===== src/rtl/vga_sync_monitor.sv =====
// vga_sync_monitor: recovers pixel coordinates from an hsync/vsync pair and checks
// the sync timing against the parameterised VGA mode.
// Define VGA_SYNC_MON_STATS_EN to build the frame and error statistics counters.
module vga_sync_monitor #(
    parameter int H_ACTIVE    = 640,
    parameter int H_SYNC      = 96,
    parameter int H_BACK      = 48,
    parameter int H_TOTAL     = 800,
    parameter int V_ACTIVE    = 480,
    parameter int V_SYNC      = 2,
    parameter int V_BACK      = 33,
    parameter int V_TOTAL     = 525,
    parameter int LOCK_FRAMES = 2
) (
    input  logic        clk_i,
    input  logic        arstn_i,
    input  logic        en_i,
    input  logic        vga_hs_i,
    input  logic        vga_vs_i,
    input  logic        err_clr_i,
    output logic [9:0]  hcount_o,
    output logic [9:0]  vcount_o,
    output logic        pixel_enable_o,
    output logic        frame_start_o,
    output logic        locked_o,
    output logic        err_o,
    output logic [15:0] frame_cnt_o,
    output logic [7:0]  err_cnt_o
);
    typedef enum logic [1:0] {ST_SEARCH, ST_MEASURE, ST_LOCKED} state_t;

    localparam logic [10:0] LP_HMAX   = 11'd2047;
    localparam logic [10:0] LP_HLAST  = 11'(H_TOTAL - 1);
    localparam logic [10:0] LP_HSYNC  = 11'(H_SYNC);
    localparam logic [10:0] LP_HSTART = 11'(H_SYNC + H_BACK);
    localparam logic [10:0] LP_HEND   = 11'(H_SYNC + H_BACK + H_ACTIVE);
    localparam logic [9:0]  LP_VMAX   = 10'd1023;
    localparam logic [9:0]  LP_VLAST  = 10'(V_TOTAL - 1);
    localparam logic [9:0]  LP_VSYNC  = 10'(V_SYNC);
    localparam logic [9:0]  LP_VSTART = 10'(V_SYNC + V_BACK);
    localparam logic [9:0]  LP_VEND   = 10'(V_SYNC + V_BACK + V_ACTIVE);
    localparam logic [2:0]  LP_LOCK   = 3'(LOCK_FRAMES);

    state_t      r_state, w_state_nxt;
    logic        r_hs_d, r_vs_d, r_vs_pend, r_pix, r_fs, r_err;
    logic [10:0] r_hpos, r_hsw, w_hpos_nxt, w_hsw_nxt;
    logic [9:0]  r_vpos, r_vsw, w_vpos_nxt, w_vsw_nxt, r_hcount, r_vcount;
    logic [2:0]  r_good, w_good_nxt;
    logic        w_hs_fall, w_vs_fall, w_hs_rise, w_restart, w_fail, w_err_set, w_pix, w_fs;

    assign w_hs_fall = r_hs_d & ~vga_hs_i;
    assign w_vs_fall = r_vs_d & ~vga_vs_i;
    assign w_hs_rise = ~r_hs_d & vga_hs_i;
    // A frame restarts on the hs edge that coincides with or follows a vs edge
    assign w_restart = w_hs_fall & (r_vs_pend | w_vs_fall);

    // Line length, line saturation, hsync width and frame length/vsync width checks
    assign w_fail = en_i & ((w_hs_fall & (r_hpos != LP_HLAST)) |
                            (~w_hs_fall & (r_hpos == LP_HMAX - 11'd1)) |
                            (w_hs_rise & (r_hsw != LP_HSYNC)) |
                            (w_restart & ((r_vpos != LP_VLAST) | (r_vsw != LP_VSYNC))));

    assign w_hpos_nxt = w_hs_fall ? '0 : (r_hpos == LP_HMAX) ? r_hpos : r_hpos + 11'd1;
    assign w_hsw_nxt  = w_hs_fall ? 11'd1 : (~vga_hs_i && r_hsw != LP_HMAX) ? r_hsw + 11'd1 : r_hsw;
    assign w_vpos_nxt = w_restart ? '0 : w_hs_fall ? r_vpos + 10'd1 : r_vpos;
    assign w_vsw_nxt  = w_restart ? {9'd0, ~vga_vs_i} :
                        (w_hs_fall && !vga_vs_i && r_vsw != LP_VMAX) ? r_vsw + 10'd1 : r_vsw;

    assign w_pix = (w_state_nxt == ST_LOCKED) &&
                   w_hpos_nxt >= LP_HSTART && w_hpos_nxt < LP_HEND &&
                   w_vpos_nxt >= LP_VSTART && w_vpos_nxt < LP_VEND;
    assign w_fs = w_restart & (w_state_nxt == ST_LOCKED);

    // Lock FSM: search for vsync, measure LOCK_FRAMES clean frames, then monitor
    always_comb begin
        w_state_nxt = r_state;
        w_good_nxt  = r_good;
        w_err_set   = 1'b0;
        if (en_i) begin
            case (r_state)
                ST_SEARCH: begin
                    if (w_vs_fall) begin
                        w_state_nxt = ST_MEASURE;
                        w_good_nxt  = '0;
                    end
                end
                ST_MEASURE: begin
                    if (w_fail) begin
                        w_state_nxt = ST_SEARCH;
                    end else if (w_restart) begin
                        w_good_nxt = r_good + 3'd1;
                        if (w_good_nxt == LP_LOCK) w_state_nxt = ST_LOCKED;
                    end
                end
                ST_LOCKED: begin
                    if (w_fail) begin
                        w_state_nxt = ST_SEARCH;
                        w_err_set   = 1'b1;
                    end
                end
                default: w_state_nxt = ST_SEARCH;
            endcase
        end
    end

    // Sync sampling, position/width counters and FSM state, advanced on each pixel strobe
    always_ff @(posedge clk_i or negedge arstn_i) begin
        if (!arstn_i) begin
            r_hs_d    <= 1'b1;
            r_vs_d    <= 1'b1;
            r_hpos    <= '0;
            r_hsw     <= '0;
            r_vpos    <= '0;
            r_vsw     <= '0;
            r_vs_pend <= 1'b0;
            r_state   <= ST_SEARCH;
            r_good    <= '0;
        end else if (en_i) begin
            r_hs_d    <= vga_hs_i;
            r_vs_d    <= vga_vs_i;
            r_hpos    <= w_hpos_nxt;
            r_hsw     <= w_hsw_nxt;
            r_vpos    <= w_vpos_nxt;
            r_vsw     <= w_vsw_nxt;
            r_vs_pend <= w_hs_fall ? 1'b0 : (w_vs_fall | r_vs_pend);
            r_state   <= w_state_nxt;
            r_good    <= w_good_nxt;
        end
    end

    // Registered outputs; frame_start is a single-clk pulse and a new error beats a clear
    always_ff @(posedge clk_i or negedge arstn_i) begin
        if (!arstn_i) begin
            r_pix    <= 1'b0;
            r_hcount <= '0;
            r_vcount <= '0;
            r_fs     <= 1'b0;
            r_err    <= 1'b0;
        end else begin
            r_fs  <= en_i & w_fs;
            r_err <= w_err_set | (r_err & ~err_clr_i);
            if (en_i) begin
                r_pix    <= w_pix;
                r_hcount <= w_pix ? 10'(w_hpos_nxt - LP_HSTART) : '0;
                r_vcount <= w_pix ? w_vpos_nxt - LP_VSTART : '0;
            end
        end
    end

    assign hcount_o       = r_hcount;
    assign vcount_o       = r_vcount;
    assign pixel_enable_o = r_pix;
    assign frame_start_o  = r_fs;
    assign locked_o       = (r_state == ST_LOCKED);
    assign err_o          = r_err;

`ifdef VGA_SYNC_MON_STATS_EN
    logic [15:0] r_frame_cnt;
    logic [7:0]  r_err_cnt;

    // Frames seen while locked (wrapping) and failed checks outside search (saturating)
    always_ff @(posedge clk_i or negedge arstn_i) begin
        if (!arstn_i) begin
            r_frame_cnt <= '0;
            r_err_cnt   <= '0;
        end else if (en_i) begin
            if (w_fs) r_frame_cnt <= r_frame_cnt + 16'd1;
            if (w_fail && r_state != ST_SEARCH && r_err_cnt != 8'hFF) r_err_cnt <= r_err_cnt + 8'd1;
        end
    end

    assign frame_cnt_o = r_frame_cnt;
    assign err_cnt_o   = r_err_cnt;
`else
    assign frame_cnt_o = '0;
    assign err_cnt_o   = '0;
`endif
endmodule


===== config.mk =====
export PLATFORM = sky130hd
export DESIGN_NAME = vga_sync_monitor
export DESIGN_NICKNAME = d
export VERILOG_FILES = /design/src/rtl/vga_sync_monitor.sv
export SDC_FILE = /design/constraint.sdc
export NUM_CORES = 1
export LEC_CHECK = 0
export CELL_PAD_IN_SITES_DETAIL_PLACEMENT = 1
export CELL_PAD_IN_SITES_GLOBAL_PLACEMENT = 1
export CORE_UTILIZATION = 48
export CTS_BUF_LIST = sky130_fd_sc_hd__clkbuf_4
export DETAILED_ROUTE_END_ITERATION = 10
export HOLD_SLACK_MARGIN = 0.15
export PLACE_DENSITY = 0.89
export SLEW_MARGIN = 20
export SYNTH_ARGS = -nofsm -noshare
export SYNTH_HDL_FRONTEND = slang
export SYNTH_SLANG_ARGS = --single-unit

===== constraint.sdc =====
create_clock -name clk_i -period 6.3 [get_ports clk_i]
set_input_delay 1.575 -clock clk_i [delete_from_list [all_inputs] [get_ports clk_i]]
set_output_delay 1.575 -clock clk_i [all_outputs]
set_load 0.05 [all_outputs]

======== Word level (Yosys, flattened, before mapping) ========
Index checks and enable logic that the tools add are counted.
operators by class
  add/subtract/negate cells ............... 7
  multiply operators ...................... 0
  divide/modulo/power cells ............... 0
  order comparisons ....................... 4
  eq/ne operators ......................... 15
  shift-type cells ........................ 0
  mux-type cells .......................... 25
  bitwise operators ....................... 23
  reductions and logical operators ........ 15
operators by type and width
  cell                                                                       number
  10-bit two-way mux                                                         6
  11-bit two-way mux                                                         4
  11-bit by 1-bit adder with 11-bit output, second input constant            2
  11-bit equality test, second input constant                                2
  10-bit by 1-bit adder with 10-bit output, second input constant            2
  10-bit inequality test, second input constant                              2
  1-bit bitwise AND                                                          12
  2-bit two-way mux                                                          6
  11-bit by 8-bit >= comparator with 1-bit output, second input constant     1
  11-bit by 10-bit < comparator with 1-bit output, second input constant     1
  11-bit by 10-bit inequality test with 1-bit output, second input constant  1
  11-bit inequality test, second input constant                              1
  11-bit by 7-bit inequality test with 1-bit output, second input constant   1
  10-bit by 6-bit >= comparator with 1-bit output, second input constant     1
  10-bit < comparator, second input constant                                 1
  10-bit by 2-bit inequality test with 1-bit output, second input constant   1
  10-bit by 6-bit subtractor with 10-bit output, second input constant       1
  10-bit by 8-bit subtractor with 10-bit output, second input constant       1
  3-bit two-way mux                                                          3
  1-bit logical AND                                                          7
  2-bit inequality test, second input constant                               3
  1-bit OR                                                                   6
  2-bit one-hot mux with 3 select lines                                      1
  3-bit one-hot mux with 2 select lines                                      1
  other kinds (11)                                                           22
word-level totals
  bits in registers ....................... 73
  latch bits .............................. 0
  RAM bits ................................ 0
  ROM bits ................................ 0
  input port bits ......................... 6
  output and inout port bits .............. 48
  word-level logic and storage cells ...... 103
  memories kept ........................... 0

======== Depth between registers and ports, before layout ========
Gate-level depths: netlist of the first run.
  depth after elaboration ................. 17
  gate-level depth with buffers ........... 12
  gate-level depth less buffers ........... 10

======== Worst setup path before layout of the first run ========
OpenSTA, ideal clock, no wires.
  path kind ............................... input to register
  start ................................... input vga_hs_i
  end ..................................... register r_pix, in the netlist pixel_enable_o
  library setup time ...................... 0.135 ns
  data arrival time ....................... 3.420 ns
  data required time ...................... 6.165 ns
  setup slack ............................. 2.744 ns
  stages .................................. 10
  path buffers ............................ 2
  cell sequence ........................... nand2b_4 clkbuf_1 mux2_2 ha_1 nor3b_2 a2111o_1 o211ai_1 o211ai_1 buf_2 o21ai_0
between the ends
  elaborated cells on any way between the ends .. 30
  those cells by class .................... 4 x order compare; 1 x eq/ne; 8 x mux; 13 x bitwise; 4 x reduce/logical
RTL lines
  what                                                     RTL line  source
  start, declared                                          18        input logic vga_hs_i,
  1-bit inverter *                                         51        assign w_hs_fall = r_hs_d & ~vga_hs_i;
  1-bit bitwise AND *                                      51
  10-bit two-way mux or 1-bit bitwise AND (tied branches)  65, 55
  10-bit two-way mux *                                     65        assign w_vpos_nxt = w_restart ? '0 : w_hs_fall ? r_vpos + 10'd1 : r_vpos;
  via w_vpos_nxt[0]                                        47        logic [9:0] r_vpos, r_vsw, w_vpos_nxt, w_vsw_nxt, r_hcount, r_vcount;
  10-bit by 6-bit >= comparator with 1-bit output          71        w_vpos_nxt >= LP_VSTART && w_vpos_nxt < LP_VEND;
  1-bit logical AND                                        70        w_hpos_nxt >= LP_HSTART && w_hpos_nxt < LP_HEND &&
  1-bit logical AND *                                      71
  end signal, assigned                                     143       r_pix <= w_pix;
  end, declared                                            45        logic r_hs_d, r_vs_d, r_vs_pend, r_pix, r_fs, r_err;
Mark *: on every way through the listed nets, which the timed path passes. The rest lies on a longest branch.
A chain may end at the register's enable or synchronous reset.

======== Worst setup path after layout of the first run ========
  start ................................... input vga_hs_i
  end ..................................... register r_pix, in the netlist pixel_enable_o
between the ends
  cells in the longest elaborated chain, start to end .. 16
  elaborated cells on any way between the ends .. 30
  those cells by class .................... 4 x order compare; 1 x eq/ne; 8 x mux; 13 x bitwise; 4 x reduce/logical
RTL lines
  what                                   RTL line  source
  1-bit inverter                         51
  1-bit bitwise AND                      51
  1-bit inverter                         59        (~w_hs_fall & (r_hpos == LP_HMAX - 11'd1)) |
  1-bit bitwise AND                      59
  1-bit OR                               58        assign w_fail = en_i & ((w_hs_fall & (r_hpos != LP_HLAST)) |
  1-bit OR                               59
  1-bit OR                               60        (w_hs_rise & (r_hsw != LP_HSYNC)) |
  1-bit bitwise AND                      58
  2-bit two-way mux (on tied branches)   96, 88
  2-bit one-hot mux with 3 select lines  80        case (r_state)
  2-bit two-way mux                      79        if (en_i) begin
  2-bit equality test                    69        assign w_pix = (w_state_nxt == ST_LOCKED) &&
  1-bit logical AND                      69
  1-bit logical AND (2 in series)        70
  1-bit logical AND *                    71
Every way passes the cells marked *; elsewhere a longest branch is shown, timed or not.

==> results of run 1 <==
synthesized netlist by cell type (6+ instances only):
master / n
a21oi_1: 10
a31oi_1: 9
and3_1: 8
buf_2: 9
buf_4: 24
clkbuf_1: 13
dfrtp_1: 71
ha_1: 13
inv_1: 23
mux2_2: 12
mux2i_1: 6
nand2_1: 44
nand3_1: 22
nand4_1: 11
nor2_1: 53
nor3_1: 9
o21ai_0: 26
o2bb2ai_1: 19
o31ai_1: 6
xnor2_1: 13
xor2_1: 16
routing by layer:
| layer | share of wire (%) | track usage, % | routed length (um) |
|---|---|---|---|
| met1 | 46 | 31.9 | 5010 |
| met5 | 0 | 0 | 0 |
| met4 | 1.3 | 9.99 | 144 |
| met2 | 50 | 41.0 | 5490 |
| met3 | 3.2 | 3.22 | 353 |
power by group:
part / internal [uW] / leakage (uW) / switching, uW / total, uW
Combinational: 106 / 0.00108 / 188 / 294
Sequential: 516 / 0.000980 / 71.3 / 588
Clock: 162 / 0.0000777 / 180 / 342
registers in the layout (all words and copies together), names as in the netlist:
register / count
pixel_enable_o: 1
vcount_o: 10
r_vsw: 10
r_state: 2
r_vs_pend: 1
r_vpos: 10
r_hs_d: 1
hcount_o: 10
r_good: 3
frame_start_o: 1
r_vs_d: 1
r_hsw: 11
err_o: 1
r_hpos: 11
worst reg2reg max path, delay by kind of cell, from the launching register on:
kind	cells	cell delay, ns
AO/OA/AOI/OAI	6	1.30
AND/OR/NAND/NOR	2	1.13
flip-flops	1	0.63
buffers and inverters	1	0.30
path summary, 6_finish.rpt:
kind | start | end | slack (ns) | cells after the start
min in group asynchronous | arstn_i | r_vpos[7]$_DFFE_PN0P_ | 1.21 | 1
max | vga_hs_i | pixel_enable_o$_DFFE_PN0P_ | 1.69 | 10
min reg2reg | hcount_o[0]$_DFFE_PN0P_ | hcount_o[0]$_DFFE_PN0P_ | 0.50 | 1
max reg2reg | r_hs_d$_DFFE_PN1P_ | pixel_enable_o$_DFFE_PN0P_ | 2.80 | 9
min | hcount_o[0]$_DFFE_PN0P_ | hcount_o[0]$_DFFE_PN0P_ | 0.50 | 1
max in group asynchronous | arstn_i | r_hsw[2]$_DFFE_PN0P_ | 4.45 | 1
placed cells by master, fill, tap and decap left out, drive strengths merged, types with 4 or more instances in the layout:
cell type and n:
nand3 23, and3 8, xor2 16, o21ai 29
mux2 13, buf 4, nor2b 5, o31ai 6
inv 23, dfrtp 71, nand2b 6, nor2 53
nand4 11, o2bb2ai 19, nand2 44, nor3 9
and4 4, ha 13, or3 4, a31oi 9
conb 24, o211ai 5, xnor2 13, a21oi 10
clkbuf 10, a211oi 4, mux2i 6, clkdlybuf4s50 28
kinds of logic after synthesis:
logic type	after synthesis	share of synthesized area [%]
DFF	73	41.1
xor gates and xnor gates	29	5.71
AOI/OAI and AO/OA	102	16.3
muxes	19	4.73
other	1	0.0844
adders and majority gates	13	3.66
and+or+nand+nor	180	20.2
buffers and inverters	69	8.11
cell type report:
type,count,area (um^2)
Timing Repair Buffer,32,310
Clock inverter,6,82.6
Sequential cell,73,1830
Clock buffer,10,75.1
Inverter,23,86.3
Fill cell,1049,3990
Tap cell,108,135
Multi-Input combinational cell,367,2340
metrics by stage:
stage | util, % | setup WS (ns)
6_report | 54.9 | 1.69
5_1_grt | 54.9 | 1.39
4_1_cts | 54.9 | 1.73
3_5_place_dp | 53.2 | 1.26
3_3_place_gp | 53.2 | 1.43
2_1_floorplan | - | 2.74
==> flow_summary.json, run 1 <==
{
  "post-cts-setup-buffers": 0,
  "ios": 54,
  "cpPeakStageDelay_ns": 0.71,
  "finalNonFillerCells": 619,
  "synth_flop_cell": "dfrtp_1",
  "clock_path_buffers": 2,
  "cts_hold_buffers": 0,
  "routed_wl_um": 11000,
  "place.gp.congestion": 0.834,
  "fin_crit_ns": 4.61,
  "synth_top_cell_area_share_pct": 40.0,
  "syn_avg_cell_area_um2": 9.15,
  "drt-vias-per-instance": 5.88,
  "place_inst": 603,
  "synth_cell_type_count": 61,
  "final-setup-viol-count": 0,
  "rsz0062_at_grt": "false",
  "hold_violations": 0,
  "worstSetupPathType": "in -> reg",
  "synth_edf_count": 0,
  "row_count": 34,
  "path_max_fanout": 14,
  "cts_sinks": 73,
  "hp-class": "reg -> reg",
  "synthCells": 486,
  "cts_max_level": 3,
  "critPathArrivalTime_ns": 4.93,
  "via_count": 3642,
  "power.leakage_uw": 0.00214,
  "ys_seq_area_share_pct": 41.1,
  "area_growth_pct": 9.34,
  "drive_above_1_share_pct": 8.22,
  "cts_tree": "built",
  "whs_ns": 0.498,
  "failed_checks": "design-rule violations",
  "clockRootBuffer": "clkbuf_4",
  "grt_overflow": 0,
  "async_flop_share_pct": 100,
  "fmax_ghz": 0.217,
  "dieWidth_um": 98.2,
  "irDropWorstVdd_mv": 0.117,
  "finalNetCount": 525,
  "grtUsageTotal_pct": 24.4,
  "crit_required_ns": 6.62,
  "routedWlPerCell_um": 17.8,
  "power.density_nw_per_um2": 252,
  "place_area_um2": 4700,
  "first_pass_iters": 7,
  "ys_warn_count": 0,
  "setup-tns-final_ns": 0,
  "die_height_um": 98.2,
  "synth_seq_cells": 73,
  "crit_chain": "clkdlybuf4s50_1, nor2b_1, o31ai_1, a22oi_1, nor3b_2, a2111o_1, o211ai_1, o211ai_1, buf_4, o21ai_0",
  "cts_resized": 0,
  "n_antenna_cell": 0,
  "cts_inserted_buffers": 9,
  "outcome": "finished with violations",
  "insertion_delay_ns": 0.46,
  "grt_max_degree": 74,
  "clkSlewWorstSetupHoldPaths_ns": 0.11,
  "drv_cap": 0,
  "worstMarginPinSlew_ns": 1.08,
  "yosysTopAreaCell": "dfrtp_1",
  "core_um2": 8850,
  "finalInstanceArea_um2": 4860,
  "grt_pass1_wl_um": 18800,
  "slowest_stage": "nor2b_1",
  "finalMaxSlewViolations": 0,
  "cp-end-kind": "flip-flop",
  "power_uw": 1220,
  "port-buffer-count": 29,
  "critPathLaunchType": "input pin",
  "crit_path_frequent_cell": "o211ai_1",
  "initial_utilization_pct": 50.2,
  "first_global_vias": 3816,
  "drtAntennaViolNets": 0,
  "cp_top_family": "compound AO/OA/AOI/OAI gates",
  "post-route-period-util_pct": 73.2,
  "dp_hpwl_um": 7800,
  "drc_errors": 4,
  "relSlewSlack_pct": 27.6,
  "antenna_found_initial": 0,
  "synth.area.top_cells": "dfrtp_1 40%, nor2_1 4.5%, buf_4 4.1%, o2bb2ai_1 3.7%, nand2_1 3.7%",
  "cp_num_buf_inv": 2,
  "syn_area_um2": 4450,
  "clock_skew_ns": 0.0188,
  "die-area_um2": 9650,
  "drt_iter0_markers": 132
}
Power figures use the tool's default switching activity.
==> run 2, diff against run 1 <==
CORE_UTILIZATION = 44   (was 48)
PLACE_DENSITY = 0.83   (was 0.89)
clock period = 4.3 ns   (was 6.3 ns; I/O delays follow)
==> flow_summary.json, run 2 (same netlist as run 1, synthesis figures left out) <==
{
  "outcome": "completed",
  "core_um2": 9770,
  "pwr-share-seq_pct": 47.8,
  "worstSetupPathType": "in -> reg",
  "power_frac_clock_pct": 28.0,
  "first_global_vias": 3783,
  "reg.largest.list": "r_hpos: 11 flops, r_hsw: 11 flops",
  "critPathLaunchType": "input pin",
  "cts_sinks": 73,
  "drt-vias-per-instance": 5.64,
  "grt_overflow": 0,
  "cpPeakStageDelay_ns": 0.49,
  "hp-class": "reg -> reg",
  "grtUsageTotal_pct": 23.4,
  "cts_hold_buffers": 0,
  "grt_max_degree": 74,
  "row_count": 36,
  "critPathArrivalTime_ns": 3.99,
  "fmax_ghz": 0.276,
  "worstMarginPinSlew_ns": 0.927,
  "port-buffer-count": 29,
  "path_max_fanout": 8,
  "clkSlewWorstSetupHoldPaths_ns": 0.13,
  "rsz0062_at_grt": "false",
  "finalMaxSlewViolations": 0,
  "switching_power_uw": 646,
  "drive_above_1_share_pct": 10.3,
  "hold_violations": 0,
  "power.density_nw_per_um2": 362,
  "routed_wl_um": 11200,
  "fin_crit_ns": 3.63,
  "place.gp.congestion": 0.852,
  "post-route-period-util_pct": 84.4,
  "initial_utilization_pct": 45.5,
  "cp-end-kind": "flip-flop",
  "insertion_delay_ns": 0.46,
  "cp_num_buf_inv": 2,
  "drt_iter0_markers": 138,
  "grt_pass1_wl_um": 18900,
  "drc_errors": 0,
  "final-setup-viol-count": 0,
  "crit_path_frequent_cell": "o211ai_1",
  "die_height_um": 103,
  "clockRootBuffer": "clkbuf_4",
  "drtAntennaViolNets": 0,
  "irDropWorstVdd_mv": 0.191,
  "finalNetCount": 536,
  "clock_path_buffers": 2,
  "first_pass_iters": 4,
  "die-area_um2": 10500,
  "cts_max_level": 3,
  "p_sw_share_pct": 35.8,
  "final_common_cell": "dfrtp_1",
  "cts_tree": "built",
  "area_growth_pct": 12.0,
  "cts_inserted_buffers": 9,
  "clock_skew_ns": 0.0164,
  "ios": 54,
  "power_frac_comb_pct": 24.2,
  "routedWlPerCell_um": 17.1,
  "relSlewSlack_pct": 38.2,
  "cts_resized": 0,
  "internal_power_uw": 1160,
  "dieWidth_um": 103,
  "final_cell_mix": "71 x dfrtp_1, 53 x nor2_1, 44 x nand2_1",
  "whs_ns": 0.501,
  "setup-tns-final_ns": 0,
  "antenna_found_initial": 0,
  "drv_cap": 0,
  "power.leakage_uw": 0.00220,
  "n_antenna_cell": 0,
  "crit_required_ns": 4.66,
  "slowest_stage": "clkdlybuf4s50_1",
  "dp_hpwl_um": 8130,
  "crit_chain": "clkdlybuf4s50_1, nor2b_1, nor3_1, mux2_2, ha_1, nor3b_2, nand4_1, o211ai_1, o211ai_1, buf_4, o32ai_1",
  "via_count": 3696,
  "post-cts-setup-buffers": 0,
  "cp_top_family": "simple AND/OR/NAND/NOR gates"
}
==> run 2: power by group through the flow <==
stage	Sequential, uW	Clock [uW]	Combinational (uW)
after floorplan	837	0	346
after global placement	865	0	413
after detailed placement	871	0	438
after CTS	859	518	441
after global routing	875	544	492
final	861	505	437
==> run 2: cell type report <==
class / instances / area [um^2]
multi-input cells: 367 / 2340
well taps: 133 / 166
fillers: 1149 / 4800
flip-flops and latches: 73 / 1830
clock inverters: 7 / 93.8
inverters: 23 / 86.3
clock buffers: 9 / 67.6
repair buffers: 43 / 393
==> run 2: routing by layer <==
metal  share of wire, %  GRT usage, %  vias to the layer above  routed length [um]
li1                   -             -                     1747                   -
met3                3.0          3.05                       22                 333
met2                 49          38.8                       70                5540
met1                 45          30.0                     1857                5030
met5                  0             0                        -                   0
met4                2.8          11.8                        0                 316
==> run 2: path summary, 6_finish.rpt <==
path	slack, ns	to	from	cells after the start
hold reg to reg	0.50	hcount_o[0]$_DFFE_PN0P_	hcount_o[0]$_DFFE_PN0P_	1
setup / recovery	0.67	hcount_o[7]$_DFFE_PN0P_	vga_vs_i	11
max in group asynchronous	2.96	r_hsw[1]$_DFFE_PN0P_	arstn_i	1
setup reg to reg	1.23	pixel_enable_o$_DFFE_PN0P_	r_hpos[0]$_DFFE_PN0P_	11
min in group asynchronous	0.75	r_vpos[8]$_DFFE_PN0P_	arstn_i	1
hold / removal	0.50	hcount_o[0]$_DFFE_PN0P_	hcount_o[0]$_DFFE_PN0P_	1
==> run 2: stage by stage <==
step                      instance area, um^2  power [uW]  std cells  utilization, %  worst slack (ns)
final                                    4980        1800        655            50.9             0.671
after global routing                     4980        1910        655            50.9             0.483
after CTS                                4980        1820        655            50.9             0.714
after detailed placement                 4820        1310        639            49.3             0.245
after global placement                   4820        1280        639            49.3             0.447
after floorplan                          4530        1180        509               -              1.24
